## config.mk

```make
export PLATFORM = sky130hd
export DESIGN_NAME = dctq_block_scheduler
export DESIGN_NICKNAME = d
export VERILOG_FILES = /design/src/rtl/dctq_block_scheduler.sv
export SDC_FILE = /design/constraint.sdc
export NUM_CORES = 1
export LEC_CHECK = 0
export CELL_PAD_IN_SITES_DETAIL_PLACEMENT = 0
export CELL_PAD_IN_SITES_GLOBAL_PLACEMENT = 1
export CORE_AREA = 2 2 83 117
export CTS_BUF_LIST = sky130_fd_sc_hd__clkbuf_16
export DETAILED_ROUTE_END_ITERATION = 8
export DIE_AREA = 0 0 85 119
export GPL_TIMING_DRIVEN = 0
export PLACE_DENSITY_LB_ADDON = 0.25
export SLEW_MARGIN = 30
export SYNTH_ARGS = -nofsm -noshare
export SYNTH_HDL_FRONTEND = slang
export SYNTH_SLANG_ARGS = --single-unit
```

## constraint.sdc

```tcl
create_clock -name clk -period 3.4 [get_ports clk]
set_input_delay 1.02 -clock clk [delete_from_list [all_inputs] [get_ports clk]]
set_output_delay 1.02 -clock clk [all_outputs]
set_load 0.02 [all_outputs]
```

## src/rtl/dctq_block_scheduler.sv

```systemverilog
// Frame-level sequencer for the DCTQ processor: streams 64 pixels per 8x8 block into the
// datapath, counts returned coefficients and throttles against output FIFO credits.
module dctq_block_scheduler #(
  parameter int unsigned FIFO_DEPTH = 16,
  parameter int unsigned NBLK_W     = 12
) (
  input  logic              clk,
  input  logic              reset,
  input  logic [NBLK_W-1:0] cfg_nblocks,
  input  logic              frame_start,
  output logic              frame_busy,
  output logic              frame_done,
  input  logic              pix_valid,
  output logic              pix_ready,
  output logic              dctq_start,
  output logic              dctq_hold,
  input  logic              dctq_valid,
  input  logic              credit_ret,
  output logic              credit_err,
  output logic [NBLK_W-1:0] blk_in_cnt,
  output logic [NBLK_W-1:0] blk_out_cnt
);

  localparam int unsigned CredW = $clog2(FIFO_DEPTH + 1);
  localparam logic [CredW-1:0] CredMax = CredW'(FIFO_DEPTH);

  typedef enum logic [1:0] {StIdle, StLoad, StDrain, StDone} state_e;

  state_e            state;
  logic [NBLK_W-1:0] nblk;
  logic [5:0]        pix_cnt;
  logic [5:0]        coef_cnt;
  logic [CredW-1:0]  credits;

  logic              in_load;
  logic              active;
  logic              cred_empty;
  logic              pix_acc;
  logic              coef_acc;
  logic              pix_wrap;
  logic              coef_wrap;
  logic [NBLK_W-1:0] blk_in_nxt;
  logic [NBLK_W-1:0] blk_out_nxt;

  always_comb begin
    in_load     = (state == StLoad);
    active      = in_load | (state == StDrain);
    cred_empty  = (credits == '0);
    pix_ready   = in_load & ~cred_empty;
    // In LOAD the datapath advances only together with an accepted pixel.
    dctq_hold   = (in_load & ~pix_valid) | cred_empty;
    pix_acc     = pix_valid & pix_ready;
    coef_acc    = active & dctq_valid & ~dctq_hold;
    pix_wrap    = pix_acc & (pix_cnt == 6'd63);
    coef_wrap   = coef_acc & (coef_cnt == 6'd63);
    blk_in_nxt  = blk_in_cnt + NBLK_W'(1);
    blk_out_nxt = blk_out_cnt + NBLK_W'(1);
  end

  always_ff @(posedge clk or posedge reset) begin
    if (reset) begin
      state       <= StIdle;
      nblk        <= '0;
      pix_cnt     <= '0;
      coef_cnt    <= '0;
      blk_in_cnt  <= '0;
      blk_out_cnt <= '0;
      credits     <= CredMax;
      credit_err  <= 1'b0;
      dctq_start  <= 1'b0;
      frame_busy  <= 1'b0;
      frame_done  <= 1'b0;
    end else begin
      case (state)
        StIdle: begin
          if (frame_start) begin
            nblk        <= cfg_nblocks;
            pix_cnt     <= '0;
            coef_cnt    <= '0;
            blk_in_cnt  <= '0;
            blk_out_cnt <= '0;
            credit_err  <= 1'b0;
            if (cfg_nblocks == '0) begin
              state      <= StDone;
              frame_done <= 1'b1;
            end else begin
              state      <= StLoad;
              dctq_start <= 1'b1;
              frame_busy <= 1'b1;
            end
          end
        end
        StLoad: begin
          if (pix_acc) begin
            pix_cnt <= pix_cnt + 6'd1;
            if (pix_wrap) begin
              blk_in_cnt <= blk_in_nxt;
              if (blk_in_nxt == nblk) begin
                state      <= StDrain;
                dctq_start <= 1'b0;
              end
            end
          end
        end
        StDrain: begin
          // Look ahead on the final wrap so DONE follows the last coefficient directly.
          if ((blk_out_cnt == nblk) || (coef_wrap && (blk_out_nxt == nblk))) begin
            state      <= StDone;
            frame_busy <= 1'b0;
            frame_done <= 1'b1;
          end
        end
        StDone: begin
          state      <= StIdle;
          frame_done <= 1'b0;
        end
        default: state <= StIdle;
      endcase

      if (coef_acc) begin
        coef_cnt <= coef_cnt + 6'd1;
        if (coef_wrap) begin
          blk_out_cnt <= blk_out_nxt;
        end
      end

      // Placed after the FSM so an overflow in the frame_start cycle still sticks.
      if (coef_acc && !credit_ret) begin
        credits <= credits - CredW'(1);
      end else if (credit_ret && !coef_acc) begin
        if (credits == CredMax) begin
          credit_err <= 1'b1;
        end else begin
          credits <= credits + CredW'(1);
        end
      end
    end
  end

endmodule
```

==> results of run 1 <==
## where the power goes
| part | leakage (uW) | switching [uW] | internal, uW |
|---|---|---|---|
| Clock | 0.000152 | 312 | 552 |
| Sequential | 0.000766 | 203 | 879 |
| Combinational | 0.00107 | 752 | 646 |
| Total | 0.00199 | 1270 | 2080 |
## through the flow
step                      total power (uW)  setup WS [ns]  instance area, um2  instances
after floorplan                       2084         0.6147                3830        422
after global placement                2450        -0.2217                4438        579
after detailed placement              2486        -0.1483                4468        580
after CTS                             3374        0.01140                4752        596
after global routing                  3597        0.02377                4760        596
final                                 3344         0.1401                4760        596
## cell usage after synthesis, drive strengths merged (5+ instances only)
library cell  number  area share, %
a21o               6            1.2
a21oi             14            1.8
and2               5           0.82
and3               8            1.3
buf                8            1.1
clkbuf            14            1.4
dfrtp             58             38
ha                13            4.2
inv               14            1.4
mux2              14            4.1
nand2             46            4.5
nand2b             9            1.5
nand3             18            2.7
nand4              9            1.5
nor2              20            2.0
nor2b              7            1.1
nor3               6           0.78
o21ai             44            5.7
o31ai             14            2.7
xnor2             24            5.5
xor2              15            3.4
## kinds of logic (layout without fill, tap and decap cells)
logic type | count (synthesis) | after routing
compound gates | 107 | 107
fa+ha+maj | 14 | 14
xor+xnor | 40 | 40
buf+inv | 36 | 100
flops | 59 | 59
mux | 14 | 14
simple gates | 152 | 152
## area by class of cell
type                            instances  area [um2]
Buffer                                 22       103.9
Clock buffer                            9       225.2
Timing Repair Buffer                   48       500.5
Clock inverter                          7       53.80
Sequential cell                        59        1478
Inverter                               14       55.05
Multi-Input combinational cell        327        2206
Tap cell                              110       137.6
Fill cell                             858        4437
## final timing paths
path	endpoint	slack [ns]
worst min-delay path	credit_err	0.51
min in group asynchronous	coef_cnt[3]	0.99
worst max register to register	credits[4]	0.32
worst max-delay path	pix_ready	0.14
max in group asynchronous	blk_in_cnt[5]	1.93
worst min register to register	credit_err	0.51
## flip-flops by register name, summed over array words and instances, names as in the netlist
register,flops
credits,5
dctq_start,1
credit_err,1
blk_out_cnt,12
state,2
frame_busy,1
nblk,12
pix_cnt,6
coef_cnt,6
blk_in_cnt,12
frame_done,1
## layer usage
metal	share of wire [%]	GRT usage, %	up-vias
met3	3.1	4.435	11
met2	51	34.86	64
met5	0	0	-
met1	45	26.32	1593
met4	1.2	7.143	0
li1	-	-	1649
## layout by cell type, fill, tap and decap left out, types with 4 or more instances in the layout
| cell type | Yosys | layout |
|---|---|---|
| sky130_fd_sc_hd__dfrtp_1 | 58 | 58 |
| sky130_fd_sc_hd__nand2_1 | 46 | 46 |
| sky130_fd_sc_hd__clkdlybuf4s50_1 | 0 | 46 |
| sky130_fd_sc_hd__o21ai_0 | 41 | 41 |
| sky130_fd_sc_hd__xnor2_1 | 24 | 24 |
| sky130_fd_sc_hd__nor2_1 | 20 | 20 |
| sky130_fd_sc_hd__inv_1 | 14 | 17 |
| sky130_fd_sc_hd__nand3_1 | 17 | 17 |
| sky130_fd_sc_hd__xor2_1 | 15 | 15 |
| sky130_fd_sc_hd__a21oi_1 | 14 | 14 |
| sky130_fd_sc_hd__o31ai_1 | 14 | 14 |
| sky130_fd_sc_hd__clkbuf_1 | 14 | 13 |
| sky130_fd_sc_hd__mux2_2 | 13 | 13 |
| sky130_fd_sc_hd__ha_1 | 13 | 12 |
| sky130_fd_sc_hd__nand2b_1 | 9 | 9 |
| sky130_fd_sc_hd__nand4_1 | 9 | 9 |
| sky130_fd_sc_hd__clkbuf_16 | 0 | 9 |
| sky130_fd_sc_hd__and3_1 | 8 | 8 |
| sky130_fd_sc_hd__nor2b_1 | 7 | 7 |
| sky130_fd_sc_hd__nor3_1 | 6 | 6 |
| sky130_fd_sc_hd__a21o_1 | 6 | 6 |
| sky130_fd_sc_hd__and2_1 | 5 | 5 |
| sky130_fd_sc_hd__buf_2 | 5 | 5 |
| sky130_fd_sc_hd__nor4_1 | 4 | 4 |
| sky130_fd_sc_hd__o2111ai_1 | 4 | 4 |
| sky130_fd_sc_hd__a31oi_1 | 4 | 4 |
## critical path: cells and delay by family, from the launching register on
family	cells	cell delay (ns)
AO/OA/AOI/OAI	1	0.15
buffers and inverters	4	1.13
flip-flops	1	0.40
adder cells (fa/ha/maj)	1	0.24
## repair_timing
| action | in CTS | in global routing |
|---|---|---|
| gates cloned | 0 | 0 |
| pin swaps | 0 | 0 |
| setup endpoints to repair | 1 | 2 |
| resized for setup | 3 | 4 |
| endpoints found under the hold margin | 0 | 0 |
==> results, run 1 <==
- Summed over all layers, the global routing overflow is 0.
- The adder-cell share of the synthesized area is 4.770%.
- Counting every instance in the synthesized netlist gives 422.
- On the final layout, the worst clock skew is about 0.0054 ns.
- The worst setup path is of the flop to output pin kind.
- The die covers 10,120 um2.
- For this block, the initial DRC count from the detailed router was 115.
- The worst path uses 95.88% of the clock period.
- In the synthesized netlist the dominant register cell turns out to be sky130_fd_sc_hd__dfrtp_1.
- The largest single stage delay on the critical path is 0.60 ns.
- The required time of the critical path is 2.38 ns.
- The via count of the first global-routing pass is 3,300.
- After detailed routing, the average wire length per cell comes to ~16 um.
- Of all nets on the critical path, the largest fanout is 10.
- The critical path starts at state[1].
- A synthesized cell averages 9.076 um2.
- The synthesized flop and latch total is 59.
- Global routing used 20.80% of the available tracks.
- From synthesis to final layout, the design area changed by 24.27%.
- The critical path's slowest cell is sky130_fd_sc_hd__clkdlybuf4s50_1.
- The CTS H-tree depth is 3.
- The number of enable-type register cells in the synthesized netlist is 0.
- Cells with a size suffix above 1 make up 8.642% of the layout.
- The HPWL after detailed placement is 7337 um.
- The compound-cell area share of the yosys netlist is about 18%.
- The final setup TNS is 0 ns.
- Once detail routing completed, the nets flagged for antenna violations numbered 0.
- The count of standard-cell rows is 42.
- For this run, the detailed router's first-pass iteration total came to 4.
- The number of cells on the worst reg-to-reg path is 11.
- The number of max-cap violations is 0.
- The first-pass GRT wire length is 16,500 um.
- The number of nets handed over by synthesis was 454.
- The count of synthesis-stage warnings from yosys is 0.
- At the pin with the least slew margin, the transition time is 0.6692 ns.
- The type of destination of the critical path is an output pin.
- In this run, distinct cell masters in the synthesized netlist total 57.
- After synthesis the cells add up to between 3000 and 4000 um2.
- From bottom edge to top edge, the die measures between 100 and 150 um.
- For the worst-skew pair, the clock arrives at the later sink with an insertion delay of 0.33 ns.
- After detailed routing, the total wire length is 9811 um.
- The clock tree buffer depth is 2.
- The die boundary width is 85 um.
- The total count of hold-check failures in the final report was 0.
- The post-CTS setup buffer count is 0.
- Once the floorplan was initialized, standard cells occupied 41.65% of the core.
- Clock-pin slew was measured on the worst setup and hold paths at 0.05 ns.
- The clock tree from TritonCTS is yes.
- The worst-case IR drop observed on VDD is 0.3430 mV.
- The number of hold buffers added after cts is 0.
- After the last flow step, the layout net total stands at 513.
- After synthesis, the largest family of logic cells by area is simple AND/OR/NAND/NOR gates.
- The worst hold path begins at credit_err.
- The number of antenna violations at the first check in global routing is 0.
- The clock drives 59 sinks.
- The total inserted antenna cells is 0.
- The flow ran to the end, and the final reports show no timing, DRC or antenna violations.
- The proportion of synthesized chip area in sequential cells is 38.58%.
- Along the worst hold path, the cell count comes to 1.
- After detailed routing, the number of remaining DRC violations is 0.
- The leakage power figure is 0.001993 uW.
- The simple-gate area share of the yosys netlist is 20.94%.
- The share of the core filled with cells is 51.76%.
- Setup violations remaining at the end of the flow were counted as 0.
- Setup repair after global routing left no endpoint under its margin.
- The worst hold slack across all endpoints is around 0.51 ns.
- The final-report max-slew violation count was 0.
- Measured against the total synthesized area, the mux share comes to 4.116%.
- The worst setup path is launched from a flop.
- The final RePlAce weighted congestion is 0.8820.
- The placeable core area is 9196 um2.
- The smallest clock period supported by the final layout is computed as between 3 and 4 ns.
- The share of synthesized registers carrying an async set or reset is 100.0%.
- The classification of the worst-slack hold path is flop to flop.
- The worst register-to-register path begins at credits[1].
- Power spread over the standard cell area amounts to between 700 and 800 nW/um2.
- The number of I/O pins is 48.
- The normalized max-slew margin is 55.38%.
- The maximum clock frequency is 306.8 MHz.
- The count of buffers from port buffering is 47.
- The via density per instance is 5.565.
- In this run the clock root is driven by a sky130_fd_sc_hd__clkbuf_16.
- The largest net degree at the start of global routing is 46.
- The total CTS buffers is 9.
- The overall via count from detail_route is 3,317.
- The xor and xnor area share after synthesis is 9.507%.
- Traced cell by cell, the critical path runs through inv_1 > ha_2 > clkbuf_4 > buf_4 > o21a_1 > clkdlybuf4s50_1.
- The data arrival time of the critical path is 2.24 ns.
Power figures use the tool's default switching activity.
==> inputs of run 2 (changes only) <==
==> constraint.sdc (replaced) <==
create_clock -name clk -period 3.4 [get_ports clk]
set_input_delay 0.68 -clock clk [delete_from_list [all_inputs] [get_ports clk]]
set_output_delay 0.68 -clock clk [all_outputs]
set_load 0.02 [all_outputs]
==> results, run 2 (synthesis results as in run 1) <==
- The final-report max-slew violation count came to 0 (unchanged).
- The number of cells on the worst reg-to-reg path came to 9 (-2).
- The required time of the critical path came to 2.72 ns (+0.34 ns).
- The total DRC errors in the routed layout is 0 (unchanged).
- The sum of buffers and inverters on the critical path is 4 (unchanged).
- The count of buffers from port buffering is 47 (unchanged).
- The clock period minus final worst setup slack was 3.092 ns (-0.1678 ns).
- The clock tree from TritonCTS is yes.
- The final-report setup violation count came to 0 (unchanged).
- Setup repair after global routing left no endpoint under its margin.
- The number of hold buffers added after cts was 0 (unchanged).
- In this run the critical register-to-register path is launched from blk_out_cnt[0].
- The first-pass GRT wire length is 16,460 um (-0.29%).
- Broken down by cell family, the worst path's largest delay share belongs to buffers and inverters.
- The number of I/O pins is 48 (unchanged).
- The largest registers in the layout are blk_in_cnt: 12 flops, blk_out_cnt: 12 flops, nblk: 12 flops.
- The run finished with clean final reports.
- The number of design-rule violations left by the first detailed-router iteration is 139 (+21%).
- The final HPWL from detailed placement is 7337 um (unchanged).
- The global routing stage identified its most utilized layer as met2.
- The full die area is 10,120 um2 (unchanged).
- The number of clock sinks is 59 (unchanged).
- The sum of overflow across all layers after global routing is 0 (unchanged).
- Walking the worst path, the cells encountered are inv_1 > ha_1 > clkbuf_2 > buf_2 > o21a_1 > clkdlybuf4s50_1.
- The initial standard-cell utilization of the core is 41.65% (unchanged).
- The slew at the pin with the worst max-slew slack came to 0.6464 ns (-0.02288 ns).
- The count of cell instances traversed by the critical path is 6 (unchanged).
- The maximum clock frequency was 323.4 MHz (+5.4%).
- The insertion delay of the later-clocked pin in the worst-skew pair came to 0.33 ns (about the same).
- The endpoint of the lowest-slack register-to-register path is state[1].
- The net total in the final layout is 513 (unchanged).
- The root buffer cell chosen for the clock tree is sky130_fd_sc_hd__clkbuf_16.
- The number of antenna violations at the first check in global routing came to 0 (unchanged).
- The most critical setup path has its startpoint at state[1].
- The detailed-router iteration count before antenna repair is 4 (unchanged).
- The clock input transition at the sequential cells of the worst setup and hold paths is 0.05 ns (about the same).
- The slack of the worst reg-to-reg path is 0.32 ns (about the same).
- The met1 track demand over resource came to 26.19% (-0.13 points).
- The met3 track demand over resource in global routing is 4.505% (+0.069 points).
- The placeable core area is 9196 um2 (unchanged).
- The share of final-layout standard cells stronger than drive strength 1 is 8.436% (-0.21 points).
- The total wire length after detailed routing is 9824 um (+0.13%).
- The normalized max-slew margin is 56.91% (+1.5 points).
- The met2 track demand over resource is 34.62% (-0.24 points).
- The classification of the worst-slack hold path is flop to flop.
- The final RePlAce weighted congestion is 0.8820 (unchanged).
- The overall global routing resource usage is 20.75% (-0.043 points).
- The total inserted antenna cells is 0 (unchanged).
- The data arrival time of the critical path is 2.41 ns (+0.17 ns).
- The end point of the critical path is pix_ready.
- The power density of the placed cells was 701.9 nW/um2 (-0.10%).
- The filler cell count in the final layout is 860 (+0.23%).
- The peak ir drop on the vdd network is 0.3407 mV (-0.69%).
- The final antenna-violating net count came to 0 (unchanged).
- The total count of hold-check failures in the final report is 0 (unchanged).
- The critical path class is flop to output pin.
- The largest net degree at the start of global routing was 46 (unchanged).
- For this design, the slowest cell found on the critical path is sky130_fd_sc_hd__clkdlybuf4s50_1.
- The final setup TNS came to 0 ns (unchanged).
- The leakage power figure is 0.001979 uW (-0.71%).
- The worst hold slack across all endpoints is 0.5138 ns (+0.000004000 ns).
- The overall via count from detail_route is 3,348 (+0.93%).
- The total CTS buffers was 9 (unchanged).
- The final worst clock skew was 0.005128 ns (-0.0002251 ns).
- The maximum cell stage delay along the critical path came to 0.60 ns (about the same).
- The via count of the first global-routing pass is 3,311 (+0.33%).
- STA classifies the critical path endpoint as an output pin.
- Leaving out fill and tap cells, the most frequent cells in the layout are sky130_fd_sc_hd__dfrtp_1 (58), sky130_fd_sc_hd__clkdlybuf4s50_1 (47), sky130_fd_sc_hd__nand2_1 (46).
- The clock tree buffer depth is 2 (unchanged).
- The area growth from synthesis to layout is 24.01%.
- The library cell used most frequently in the layout, excluding fill and tap cells, is sky130_fd_sc_hd__dfrtp_1.
- The via density per instance is 5.617 (+0.93%).
- The die outline height is 119 um (unchanged).
- The number of max-cap violations is 0 (unchanged).
- The startpoint type of the worst setup path is a flop.
- The overall power is 3334 uW (-0.31%).
- The highest fanout seen on the critical path is 10 (unchanged).
- The post-route clock period utilization is 90.94% (-4.9 points).
- The count of standard-cell rows was 42 (unchanged).
- The average wire length per cell after detail routing came to 16.48 um (+0.13%).
- The CTS H-tree depth is 3 (unchanged).
- The die boundary width is 85 um (unchanged).
[run 2: cell types whose count changed in the layout (fill, tap and decap cells not counted)]
cell / before / now
sky130_fd_sc_hd__clkbuf_2: 0 / 1
sky130_fd_sc_hd__ha_2: 1 / 0
sky130_fd_sc_hd__ha_1: 12 / 13
sky130_fd_sc_hd__buf_2: 5 / 6
sky130_fd_sc_hd__dlymetal6s2s_1: 1 / 0
sky130_fd_sc_hd__buf_4: 3 / 2
sky130_fd_sc_hd__clkbuf_4: 1 / 0
sky130_fd_sc_hd__clkdlybuf4s50_1: 46 / 47
[run 2: how the worst min path moves through the flow]
stage,startpoint,endpoint,slack [ns],cells past startpoint
floorplan,coef_cnt[5],coef_cnt[5],0.46,1
global route,credit_err,credit_err,0.54,1
global placement,coef_cnt[5],coef_cnt[5],0.48,1
detailed placement,credits[3],credits[3],0.51,2
finish,credit_err,credit_err,0.51,1
CTS,coef_cnt[5],coef_cnt[5],0.51,1
[run 2: worst reg2reg max path, stage by stage, from the launching register on]
cell and delay, ns:
sky130_fd_sc_hd__dfrtp_1 0.47, sky130_fd_sc_hd__ha_1 0.34, sky130_fd_sc_hd__nand3_1 0.13, sky130_fd_sc_hd__clkbuf_1 0.37
sky130_fd_sc_hd__o22ai_1 0.12, sky130_fd_sc_hd__nor4_1 0.31, sky130_fd_sc_hd__o2111ai_1 0.21, sky130_fd_sc_hd__o41ai_4 0.41
sky130_fd_sc_hd__a21boi_2 0.27, sky130_fd_sc_hd__mux2_1 0.33
[run 2: layout make-up]
type                            instances  area, um2  share of cell area (%)
Clock inverter                          7      53.80                   1.133
Clock buffer                            9      225.2                   4.742
Tap cell                              110      137.6                   2.898
Sequential cell                        59       1478                   31.11
Multi-Input combinational cell        327       2203                   46.39
Timing Repair Buffer                   48      498.0                   10.48
Inverter                               14      55.05                   1.159
Buffer                                 22      98.84                   2.081
[run 2: power by group]
| part | total, uW | leakage [uW] | internal (uW) | switching (uW) |
|---|---|---|---|---|
| registers | 1080 | 0.000766 | 879 | 203 |
| logic | 1390 | 0.00106 | 638 | 751 |
| clock network | 862 | 0.000152 | 552 | 311 |
[run 2: metrics by stage]
step	worst slack, ns	util (%)	cells	instance area (um2)
after floorplan	0.6224	-	422	3830
after global placement	0.1183	48.26	579	4438
after detailed placement	0.1917	48.59	580	4468
after CTS	0.09455	51.63	596	4748
after global routing	0.03999	51.65	596	4750
final	0.3079	51.65	596	4750
[run 2: what timing repair did]
item / CTS / global route
setup buffers: 0 / 0
gates resized for setup: 1 / 2
setup endpoints to repair: 1 / 1
[run 2: metal layers]
| metal | vias up | share of wire, % | wire length, um |
|---|---|---|---|
| li1 | 1654 | - | - |
| met1 | 1615 | 45 | 4469 |
| met2 | 65 | 50 | 4910 |
| met3 | 14 | 2.8 | 278 |
| met4 | 0 | 1.7 | 165 |
| met5 | - | 0 | 0 |
